$ cat src/rtl/sw_debounce_pkg.sv
// sw_debounce_pkg: shared channel state type, default parameters and width helpers.
package sw_debounce_pkg;

  typedef enum logic {
    ST_STABLE  = 1'b0,
    ST_PENDING = 1'b1
  } chState_t;

  localparam int unsigned DEF_N          = 4;
  localparam int unsigned DEF_TICK_DIV   = 50000;
  localparam int unsigned DEF_STABLE_CNT = 8;
  localparam bit          DEF_RST_LVL    = 1'b0;
  localparam int unsigned DEF_REPEAT_DLY = 100;
  localparam int unsigned DEF_REPEAT_PER = 20;

  // Bits needed to hold 0..maxVal (at least one bit)
  function automatic int unsigned cntWidth(input int unsigned maxVal);
    return (maxVal < 2) ? 1 : $clog2(maxVal + 1);
  endfunction

  // Bits needed for a prescaler counting 0..div-1 (at least one bit)
  function automatic int unsigned preWidth(input int unsigned div);
    return (div < 3) ? 1 : $clog2(div);
  endfunction

  function automatic int unsigned maxU(input int unsigned a, input int unsigned b);
    return (a > b) ? a : b;
  endfunction

endpackage

$ cat src/rtl/sw_debounce_ch.sv
// sw_debounce_ch: one debounce channel (2-FF sync, tick-sampled stability FSM,
// registered level and edge pulses, optional auto-repeat when
// SW_DEBOUNCE_AUTOREPEAT_EN is defined).
module sw_debounce_ch
  import sw_debounce_pkg::*;
#(
  parameter int unsigned STABLE_CNT = DEF_STABLE_CNT,
  parameter bit          RST_LVL    = DEF_RST_LVL
`ifdef SW_DEBOUNCE_AUTOREPEAT_EN
  ,
  parameter int unsigned REPEAT_DLY = DEF_REPEAT_DLY,
  parameter int unsigned REPEAT_PER = DEF_REPEAT_PER
`endif
) (
  input  logic iCLK,
  input  logic iRST_N,
  input  logic tick,
  input  logic sw,
  output logic lvl,
  output logic rise,
  output logic fall
);

  localparam int unsigned       CNT_W    = cntWidth(STABLE_CNT);
  localparam logic [CNT_W-1:0]  CNT_LAST = CNT_W'(STABLE_CNT);

  logic [1:0]       syncQ;
  logic             s;
  chState_t         state, stateNxt;
  logic [CNT_W-1:0] cnt, cntNxt;
  logic             commit;
  logic             lvlNxt, riseNxt, fallNxt;

  assign s = syncQ[1];

  // State register: synchronizer, FSM, counter and registered outputs
  always_ff @(posedge iCLK or negedge iRST_N) begin
    if (!iRST_N) begin
      syncQ <= {2{RST_LVL}};
      state <= ST_STABLE;
      cnt   <= '0;
      lvl   <= RST_LVL;
      rise  <= 1'b0;
      fall  <= 1'b0;
    end else begin
      syncQ <= {syncQ[0], sw};
      state <= stateNxt;
      cnt   <= cntNxt;
      lvl   <= lvlNxt;
      rise  <= riseNxt;
      fall  <= fallNxt;
    end
  end

  // Next state: only tick cycles move the FSM; a mismatch must persist STABLE_CNT ticks
  always_comb begin
    stateNxt = state;
    cntNxt   = cnt;
    commit   = 1'b0;
    if (tick) begin
      case (state)
        ST_STABLE: begin
          if (s == lvl) begin
            cntNxt = '0;
          end else if (STABLE_CNT == 1) begin
            commit = 1'b1;
            cntNxt = '0;
          end else begin
            stateNxt = ST_PENDING;
            cntNxt   = CNT_W'(1);
          end
        end
        ST_PENDING: begin
          if (s == lvl) begin
            stateNxt = ST_STABLE;
            cntNxt   = '0;
          end else if ((cnt + CNT_W'(1)) == CNT_LAST) begin
            commit   = 1'b1;
            stateNxt = ST_STABLE;
            cntNxt   = '0;
          end else begin
            cntNxt = cnt + CNT_W'(1);
          end
        end
        default: begin
          stateNxt = ST_STABLE;
          cntNxt   = '0;
        end
      endcase
    end
  end

`ifdef SW_DEBOUNCE_AUTOREPEAT_EN
  localparam int unsigned        HOLD_W  = cntWidth(maxU(REPEAT_DLY, REPEAT_PER));
  localparam logic [HOLD_W-1:0]  DLY_VAL = HOLD_W'(REPEAT_DLY);
  localparam logic [HOLD_W-1:0]  PER_VAL = HOLD_W'(REPEAT_PER);

  logic [HOLD_W-1:0] holdCnt, holdNxt;
  logic              rptPhase, rptPhaseNxt;
  logic              rptFire;

  // Hold counter register: ticks since the last press commit or repeat
  always_ff @(posedge iCLK or negedge iRST_N) begin
    if (!iRST_N) begin
      holdCnt  <= '0;
      rptPhase <= 1'b0;
    end else begin
      holdCnt  <= holdNxt;
      rptPhase <= rptPhaseNxt;
    end
  end

  // Repeat timing: first repeat after REPEAT_DLY held ticks, then every REPEAT_PER
  always_comb begin
    holdNxt     = holdCnt;
    rptPhaseNxt = rptPhase;
    rptFire     = 1'b0;
    if (commit || !lvl) begin
      holdNxt     = '0;
      rptPhaseNxt = 1'b0;
    end else if (tick) begin
      if ((holdCnt + HOLD_W'(1)) == (rptPhase ? PER_VAL : DLY_VAL)) begin
        rptFire     = 1'b1;
        holdNxt     = '0;
        rptPhaseNxt = 1'b1;
      end else begin
        holdNxt = holdCnt + HOLD_W'(1);
      end
    end
  end
`endif

  // Output values: commit updates the level and emits one edge pulse
  always_comb begin
    lvlNxt  = lvl;
    riseNxt = 1'b0;
    fallNxt = 1'b0;
    if (commit) begin
      lvlNxt  = s;
      riseNxt = s;
      fallNxt = ~s;
    end
`ifdef SW_DEBOUNCE_AUTOREPEAT_EN
    else if (rptFire) begin
      riseNxt = 1'b1;
    end
`endif
  end

endmodule

$ cat src/rtl/sw_debounce.sv
// sw_debounce: N-channel switch/button debouncer sharing one sample-tick prescaler.
// Optional auto-repeat of oRISE on held inputs: define SW_DEBOUNCE_AUTOREPEAT_EN.
module sw_debounce
  import sw_debounce_pkg::*;
#(
  parameter int unsigned N          = DEF_N,
  parameter int unsigned TICK_DIV   = DEF_TICK_DIV,
  parameter int unsigned STABLE_CNT = DEF_STABLE_CNT,
  parameter bit          RST_LVL    = DEF_RST_LVL,
  parameter int unsigned REPEAT_DLY = DEF_REPEAT_DLY,
  parameter int unsigned REPEAT_PER = DEF_REPEAT_PER
) (
  input  logic         iCLK,
  input  logic         iRST_N,
  input  logic [N-1:0] iSW,
  output logic [N-1:0] oLVL,
  output logic [N-1:0] oRISE,
  output logic [N-1:0] oFALL,
  output logic         oTICK
);

  localparam int unsigned       PRE_W    = preWidth(TICK_DIV);
  localparam logic [PRE_W-1:0]  PRE_LAST = PRE_W'(TICK_DIV - 1);

  logic [PRE_W-1:0] preCnt, preNxt;

  // Prescaler next count: 0..TICK_DIV-1 then wrap
  always_comb begin
    preNxt = preCnt + PRE_W'(1);
    if (preCnt == PRE_LAST) begin
      preNxt = '0;
    end
  end

  // Prescaler and registered tick, high exactly while the count equals TICK_DIV-1
  always_ff @(posedge iCLK or negedge iRST_N) begin
    if (!iRST_N) begin
      preCnt <= '0;
      oTICK  <= 1'b0;
    end else begin
      preCnt <= preNxt;
      oTICK  <= (preNxt == PRE_LAST);
    end
  end

  // Reject configurations the channel arithmetic cannot support
  if (TICK_DIV < 2 || STABLE_CNT < 1 || REPEAT_DLY < 1 || REPEAT_PER < 1) begin : gBadCfg
    $error("sw_debounce: TICK_DIV must be >=2 and STABLE_CNT/REPEAT_DLY/REPEAT_PER >=1");
  end

  for (genvar gi = 0; gi < int'(N); gi++) begin : gCh
    sw_debounce_ch #(
      .STABLE_CNT(STABLE_CNT),
      .RST_LVL   (RST_LVL)
`ifdef SW_DEBOUNCE_AUTOREPEAT_EN
      ,
      .REPEAT_DLY(REPEAT_DLY),
      .REPEAT_PER(REPEAT_PER)
`endif
    ) uCh (
      .iCLK  (iCLK),
      .iRST_N(iRST_N),
      .tick  (oTICK),
      .sw    (iSW[gi]),
      .lvl   (oLVL[gi]),
      .rise  (oRISE[gi]),
      .fall  (oFALL[gi])
    );
  end

endmodule

$ cat config.mk
export PLATFORM = sky130hd
export DESIGN_NAME = sw_debounce
export DESIGN_NICKNAME = d
export VERILOG_FILES = /design/src/rtl/sw_debounce_pkg.sv /design/src/rtl/sw_debounce_ch.sv /design/src/rtl/sw_debounce.sv
export SDC_FILE = /design/constraint.sdc
export NUM_CORES = 1
export LEC_CHECK = 0
export BUFFER_PORTS_ARGS = -buffer_cell sky130_fd_sc_hd__buf_2
export CAP_MARGIN = 20
export CORE_ASPECT_RATIO = 1.2
export CORE_UTILIZATION = 60
export DETAILED_ROUTE_END_ITERATION = 7
export PLACE_DENSITY = 0.79
export SETUP_SLACK_MARGIN = 0.2
export SYNTH_ARGS = -nofsm -noshare
export SYNTH_HDL_FRONTEND = slang
export SYNTH_SLANG_ARGS = --single-unit
$ cat constraint.sdc
create_clock -name iCLK -period 2.34 [get_ports iCLK]
set_input_delay 0.351 -clock iCLK [delete_from_list [all_inputs] [get_ports iCLK]]
set_output_delay 0.351 -clock iCLK [all_outputs]
set_load 0.01 [all_outputs]
---- After elaboration in Yosys (flattened, before gate mapping) ----
Index checks and enable logic that the tools add are counted.
cells by class
  add/subtract/negate cells ............... 5
  equality and inequality tests ........... 10
  muxes and demuxes ....................... 57
  bitwise logic cells ..................... 8
operator list
  cell                     count
  $mux W1                  40
  $eq A16 B16 Y1 const B   2
  $mux W4                  8
  $pmux W4 S2              4
  $add A16 B1 Y16 const B  1
  $add A4 B1 Y4 const B    4
  $eq A4 B4 Y1 const B     4
  $mux W16                 1
  $not A1 Y1               8
  $pmux W1 S2              4
  $eq A1 B1 Y1             4
word-level totals
  flip-flop bits (word level) ............. 57
  input bits .............................. 6
  output and inout bits ................... 13
  logic and storage cells ................. 106

---- Depth between registers and ports, before layout ----
Gate-level depths: netlist of the first run.
  depth after elaboration ................. 7
  depth in mapped cells ................... 7
  depth with buffers taken out ............ 6

---- Cells and area by module ----
Synthesis of the first run repeated with hierarchy kept, for this count alone.
unflattened totals
  cells, all modules ...................... 256
  area, all modules ....................... 2850.2 µm²
by module, submodules not included
  module                           times used  cells an instance  area each (µm²)  sequential area each (µm²)
  sw_debounce_ch (gCh[0].uCh ...)  3           41                 478.0            250.2
  sw_debounce                      1           90                 937.1            425.4
  sw_debounce_ch (gCh[3].uCh)      1           43                 479.2            250.2

---- Least setup slack after synthesis of the first run ----
OpenSTA, ideal clock, no wires.
  path kind ............................... reg2reg
  start point ............................. register preCnt[2]
  end point ............................... register oTICK
  setup time .............................. 0.111 ns
  arrival time ............................ 1.732 ns
  data required time ...................... 2.229 ns
  slack ................................... 0.496 ns
  stages on the path, launching flop included .. 6
  path buffers ............................ 0
  period minus slack after synthesis ...... 1.844 ns
  cell sequence ........................... dfrtp_1 -> and4_4 -> nand3_2 -> xnor2_1 -> or4_1 -> a2111oi_2
on the way
  longest elaborated chain between the ends .. 3
  elaborated cells between the ends (all ways) .. 4
  classes of those cells .................. 1 x add/sub; 2 x eq/ne; 1 x mux
RTL lines
  what                                                      RTL line                              RTL
  start: declaration                                        sw_debounce.sv:25                     logic [PRE_W-1:0] preCnt, preNxt;
  start signal: assignment                                  sw_debounce.sv:41                     preCnt <= preNxt;
  $add A16 B1 Y16 / $eq A16 B16 Y1 (equally long branches)  sw_debounce.sv:29, sw_debounce.sv:30
  $mux W16 (*)                                              sw_debounce.sv:30                     if (preCnt == PRE_LAST) begin
  via preNxt[10]                                            sw_debounce.sv:25
  $eq A16 B16 Y1 (*)                                        sw_debounce.sv:42                     oTICK <= (preNxt == PRE_LAST);
  end signal: assignment                                    sw_debounce.sv:42
  end: declaration                                          sw_debounce.sv:19                     output logic oTICK
The timed path passes the listed nets; every way through them passes the cells marked *.
A chain may end at the register's enable or synchronous reset.

---- Final worst setup path of the first run ----
  start point ............................. register preCnt[8]
  end point ............................... register oTICK
The elaborated chain is that of the path after synthesis.

==> results of run 1 <==
[layout make-up]
type,instances,area [µm²],area share (%)
Clock buffer,12,155,5.08
Clock inverter,3,40.0,1.31
Inverter,12,45.0,1.47
Multi-Input combinational cell,179,1170,38.2
Sequential cell,57,1430,46.7
Tap cell,56,70.1,2.29
Timing Repair Buffer,26,153,5.00
[path summary, 6_finish.rpt]
| check | startpoint | slack [ns] | endpoint | cells past startpoint |
|---|---|---|---|---|
| max | preCnt[8]$_DFF_PN0_ | 0.34 | oTICK$_DFF_PN0_ | 5 |
| min | iSW[3] | 0.13 | gCh[3].uCh.syncQ[0]$_DFF_PN0_ | 1 |
| max reg2reg | preCnt[8]$_DFF_PN0_ | 0.34 | oTICK$_DFF_PN0_ | 5 |
| min reg2reg | gCh[1].uCh.syncQ[0]$_DFF_PN0_ | 0.35 | gCh[1].uCh.syncQ[1]$_DFF_PN0_ | 0 |
| max in group asynchronous | iRST_N | 1.27 | gCh[1].uCh.syncQ[0]$_DFF_PN0_ | 3 |
| min in group asynchronous | iRST_N | 0.45 | preCnt[4]$_DFF_PN0_ | 2 |
[worst reg2reg max path: stages, from the launching register on]
cell	delay (ns)
dfrtp_1	0.50
and4_4	0.31
nand3_2	0.08
xnor2_1	0.14
or4_1	0.54
a2111oi_2	0.33
[cell usage after synthesis, types with 3 or more instances]
library cell  count
dfrtp_1          57
nor3b_1           3
nand4_1          13
o22ai_1           6
nor2b_1           8
nor3_1            3
o21ai_1           4
xnor2_1          14
inv_1            10
nand2_1          28
nor2_1           20
and2_1            4
nand3_1          12
xor2_1           11
ha_1              5
o21ai_0           5
mux2_1            3
mux2_2            5
or3_1             3
a21oi_1           6
buf_1             3
buf_4            12
[cells by family (layout without fill, tap and decap cells)]
logic type	Yosys count	count (layout)	synth area share, %
mux	8	8	3.25
xor+xnor	25	25	7.89
flops	57	57	51.4
fa+ha+maj	5	5	2.25
simple gates	106	106	20.0
buf+inv	33	53	6.72
compound gates	35	35	8.48
[placed cells by master (no fill, tap or decap), drive strengths merged, types with 2 or more instances in the layout]
master and instances:
o22ai 6, xor2 11, and3 2, buf 25, nand3 14, and2 4
clkinv 2, a21boi 2, a21oi 6, mux2 8, a41oi 2, nor3 3
inv 12, and4 3, nor2 20, o21ai 9, nor3b 3, nand2 28
ha 5, o22a 2, nand4 13, nor2b 8, or3 3, o41ai 2
a31o 2, clkbuf 12, xnor2 14, dfrtp 57
[registers in the layout (all words and copies together) (netlist names)]
register / flops
preCnt: 16
gCh.uCh.fall: 4
oTICK: 1
gCh.uCh.cnt: 16
gCh.uCh.syncQ: 8
gCh.uCh.state: 4
gCh.uCh.rise: 4
gCh.uCh.lvl: 4
[layer usage]
metal | track usage [%] | up-vias
met3 | 4.49 | 8
met4 | 12.3 | 0
met5 | 0 | -
met1 | 27.3 | 896
met2 | 33.2 | 52
li1 | - | 958
[what timing repair did]
action | 4_1_cts | 5_1_grt
setup endpoints to repair | 0 | 1
hold buffers | 1 | 0
resized for setup | 0 | 2
endpoints found under the hold margin | 12 | 0
[metrics by stage]
stage / area, µm² / util (%) / std cells
after global placement: 2850 / 65.3 / 329
final: 3060 / 70.1 / 345
after CTS: 3050 / 70.0 / 345
after detailed placement: 2850 / 65.3 / 329
after global routing: 3060 / 70.1 / 345
after floorplan: 2780 / - / 269
[where the power goes]
part           internal, mW  switching (mW)  leakage, nW
Sequential            0.993         0.00434        0.764
Combinational       0.00942          0.0243        0.518
Clock                 0.541           0.362        0.102
Total                  1.54           0.390         1.38
==> reports/summary.txt, run 1 <==
Status: completed
Port buffer count: 18
Final hold slack: 0.132 ns
Fin crit share: 85.4%
Crit path buffers/inverters: 0
Cells after Synth: 269
FILL cells: 338
RSZ-0062 raised after global routing: false
Router iterations before antenna repair: 4
Syn_nets: 280
WP data required: 2.56 ns
Total track usage: 21.3%
Yosys top cell by area: dfrtp_1
Setup Buffers After CTS: 0
Wirelength per Cell: 13.1 µm
Worst path slowest cell: or4_1
Final Hold Vio Count: 0
Fin Setup TNS: 0 ns
Antenna-violating nets left: 0
Initial Util: 63.7%
Sink Count: 57
Vias after detailed routing: 1914
Synth Warn #: 0
PD cells: 633 nW/µm²
First-pass GRT wire length: 7.89 mm
Crit. End Element: register
Max-Cap Viols: 0
Clk_lat worst skew: 0.32 ns
WL met2: 2.21 mm
Area growth from synthesis to layout: 10.1%
WL met3: 228 µm
Vias per Instance: 5.55
Placeable Area: 4360 µm²
Crit path largest cell delay: 0.54 ns
Share of cells above drive strength 1: 18.3%
Grt total ovfl: 0
Hold Path Class: in -> reg
Synth Register Bits: 57
M1 WL: 2.02 mm
CTS tree: yes
EDFF count, synth: 0
Worst-Margin Slew: 0.537 ns
IO Pins: 19
Fin crit period: 2.00 ns
Fin worst setup slack: 0.341 ns
Ys flop type: dfrtp_1
Root Driver: clkbuf_8
Antenna violations before repair: 0
Initial drt markers: 96
Fmax: 500 MHz
Routability congestion estimate: 0.922
Leakage power: 1.38 nW
Die Y: 76.5 µm
TritonCTS buffer count: 9
Cells along the critical path: and4_4 > nand3_2 > xnor2_1 > or4_1 > a2111oi_2
Post-synthesis cell type count: 44
Post-Route WL: 4.52 mm
Post-Route Skew: 0.00512 ns
CP top delay family: simple AND/OR/NAND/NOR gates
Die area: 4900 µm²
Nets: 296
Setup CP Type: reg -> reg
Arr. time, crit path: 2.22 ns
Peak supply drop: 0.000531 V
Dominant cells by area after synthesis: dfrtp_1, xnor2_1, nand2_1
Worst-case clock buffer depth: 2
Num rows: 26
Die width: 64.1 µm
H-Tree Depth: 3
Final Setup Violations: 0
Final Max Slew Viols: 0
Clk slew on worst S/H paths: 0.06 ns
Drt drc: 0
Total power: 1.93 mW
Sequential share of the synthesized area: 51.4%
DP Worst Slack: 0.337 ns
Post-DP HPWL: 3.15 mm
Antenna Cells: 0
Largest net degree at the start of global routing: 27
Yosys top cell area share: 51.4%
DR top layer: met4
Synthesized area per cell: 10.3 µm²
Mapped cell area: 2780 µm²
Setup crit start kind: register
Vias in the first global route: 1820
CP Max Fanout: 8
Rel. slew slack: 64.2%
Ys async rst share: 100%
Note: power is estimated with default switching activity, not from simulation.
==> run 2, diff against run 1 <==
Settings changed: PLACE_DENSITY 0.79 to 0.86.
==> run 2 against run 1 <==
Compared with the run above:
- global-route usage rose by 1.5 points
- clock-buffer cell count decreased by 1
- clock skew grew 0.0011 ns
- die area unchanged
- sequential cell count is the same
- via count is 0.57% higher
- critical path depth stayed put
- sequential share of layout area increased by 0.077 points
- sequential power about the same
- critical endpoint unchanged
- largest power group is now the clock network
- highest routed layer unchanged
==> reports/summary.txt, run 2 (synthesized netlist as in run 1, its figures left out) <==
PD cells: 679 nW/µm² (+7.4%)
Largest net degree at the start of global routing: 42 (+56%)
Initial drt markers: 125 (+30%)
FF-to-FF End: oTICK$_DFF_PN0_
Worst setup path start: preCnt[0]$_DFF_PN0_
Initial Util: 63.7% (unchanged)
Antenna Cells: 0 (unchanged)
CTS tree: yes
Setup crit end: oTICK$_DFF_PN0_
Final hold slack: 0.0149 ns (-0.117 ns)
Flop-to-flop setup slack: 0.29 ns (-0.05 ns)
Setup crit start kind: register
Critical R2R Launch: preCnt[0]$_DFF_PN0_
Nets: 290 (-2.0%)
Sink Count: 57 (unchanged)
Setup Buffers After CTS: 0 (unchanged)
WP data required: 2.56 ns (about the same)
Setup CP Type: reg -> reg
TritonCTS buffer count: 9 (unchanged)
Post-Route WL: 4.67 mm (+3.3%)
Top flop regs: gCh.uCh.cnt x16, preCnt x16, gCh.uCh.syncQ x8
FILL cells: 311 (-8.0%)
Clk_lat worst skew: 0.33 ns (about the same)
H-Tree Depth: 3 (unchanged)
Root Driver: clkbuf_8
CP Max Fanout: 9 (+1)
R2R depth: 5 (unchanged)
Max-Cap Viols: 0 (unchanged)
Total power: 2.07 mW (+7.2%)
Vias per Instance: 5.66 (+2.1%)
Antenna-violating nets left: 0 (unchanged)
RSZ-0062 raised after global routing: false
Area growth from synthesis to layout: 9.92%
Final core occ: 70.0% (-0.11 points)
Status: completed
Fin crit period: 2.05 ns (+0.0505 ns)
Worst-case clock buffer depth: 2 (unchanged)
Grt total ovfl: 0 (unchanged)
Router iterations before antenna repair: 4 (unchanged)
Final Hold Vio Count: 0 (unchanged)
Final Max Slew Viols: 0 (unchanged)
Met3 GRT Util: 6.74% (+2.2 points)
First-pass GRT wire length: 8.56 mm (+8.5%)
Antenna violations before repair: 0 (unchanged)
Port buffer count: 18 (unchanged)
Met2 GRT Util: 38.3% (+5.1 points)
Placeable Area: 4360 µm² (unchanged)
Leakage power: 1.37 nW (-0.92%)
Reg area: 1430 µm² (unchanged)
Drt drc: 0 (unchanged)
Fmax: 488 MHz (-2.5%)
Vias in the first global route: 2005 (+10%)
Crit. End Element: register
Share of cells above drive strength 1: 16.9% (-1.4 points)
Final Setup Violations: 0 (unchanged)
Fin Setup TNS: 0 ns (unchanged)
GR Util met1: 25.9% (-1.4 points)
Hold Path Class: in -> async
Routability congestion estimate: 0.896 (-2.8%)
Num rows: 26 (unchanged)
Arr. time, crit path: 2.27 ns (+0.05 ns)
Total track usage: 22.8% (+1.5 points)
Resize count post-CTS: 0 (unchanged)
GRT Max-Usage Layer: met2
IO Pins: 19 (unchanged)
Rel. slew slack: 61.8% (-2.4 points)
Commonest non-fill, non-tap cells in the layout: dfrtp_1, nand2_1, nor2_1, buf_2, xnor2_1
Wirelength per Cell: 13.7 µm (+4.8%)
Post-CTS Hold Buffers: 0 (-1)
Die width: 64.1 µm (unchanged)
Most common cell after layout, fill and taps aside: dfrtp_1
Vias after detailed routing: 1925 (+0.57%)
Die area: 4900 µm² (unchanged)
Post-DP HPWL: 3.25 mm (+3.1%)
Clk slew on worst S/H paths: 0.07 ns (about the same)
Post-Route Skew: 0.00623 ns (+0.00111 ns)
Worst-Margin Slew: 0.573 ns (+0.0364 ns)
Fin crit share: 87.6% (+2.2 points)
Multi-input logic area: 1160 µm² (-0.32%)
Die Y: 76.5 µm (unchanged)
Peak supply drop: 0.000442 V (-17%)
==> run 2: cell types whose count changed in the layout (fill, tap and decap cells not counted) <==
| cell | delta |
|---|---|
| buf_12 | +1 |
| ha_2 | -1 |
| dlygate4sd3_1 | -1 |
| and2_2 | -1 |
| ha_1 | +1 |
| and2_1 | +1 |
| bufinv_16 | +1 |
| buf_4 | -6 |
| clkinvlp_4 | +1 |
| clkbuf_1 | -1 |
==> run 2: metrics by stage <==
| stage | setup WS, ns | instances | instance area (µm²) |
|---|---|---|---|
| 2_1_floorplan | 0.496 | 269 | 2780 |
| 3_3_place_gp | 0.392 | 324 | 2820 |
| 3_5_place_dp | 0.310 | 324 | 2820 |
| 4_1_cts | 0.288 | 340 | 3050 |
| 5_1_grt | 0.218 | 340 | 3050 |
| 6_report | 0.290 | 340 | 3050 |
==> run 2: where the power goes <==
group	internal [mW]	switching (mW)	leakage, nW	total [mW]
clock network	0.654	0.386	0.115	1.04
logic	0.00951	0.0252	0.492	0.0347
registers	0.992	0.00505	0.764	0.998
==> run 2: worst max-delay path, cell delays in order (launching register included) <==
cell	delay (ns)
dfrtp_1	0.41
ha_1	0.38
nand3_2	0.11
xnor2_1	0.15
or4_1	0.54
a2111oi_2	0.34
==> run 2: worst min path at each step <==
stage / from / endpoint / slack, ns / depth (start not counted)
finish: iRST_N / gCh[2].uCh.cnt[3]$_DFFE_PN0P_ / 0.01 / 1
global route: iRST_N / gCh[2].uCh.cnt[3]$_DFFE_PN0P_ / 0.05 / 1
CTS: iRST_N / gCh[2].uCh.cnt[3]$_DFFE_PN0P_ / 0.02 / 1
detailed placement: gCh[0].uCh.syncQ[0]$_DFF_PN0_ / gCh[0].uCh.syncQ[1]$_DFF_PN0_ / 0.33 / 0
global placement: gCh[0].uCh.syncQ[0]$_DFF_PN0_ / gCh[0].uCh.syncQ[1]$_DFF_PN0_ / 0.33 / 0
floorplan: iRST_N / gCh[0].uCh.cnt[0]$_DFFE_PN0P_ / 0.06 / 0
==> run 2: cell type report <==
| class | instances | share of cell area, % |
|---|---|---|
| tap | 56 | 2.30 |
| inverter | 12 | 1.48 |
| multi-input combinational | 179 | 38.1 |
| clock inverter | 5 | 2.54 |
| timing repair buffer | 20 | 3.86 |
| clock buffer | 11 | 4.96 |
| sequential | 57 | 46.8 |
==> run 2: routing by layer <==
layer	routed length [µm]	part of all wire, %
met2	2420	52
met4	88	1.9
met3	158	3.4
met5	0	0
met1	2000	43
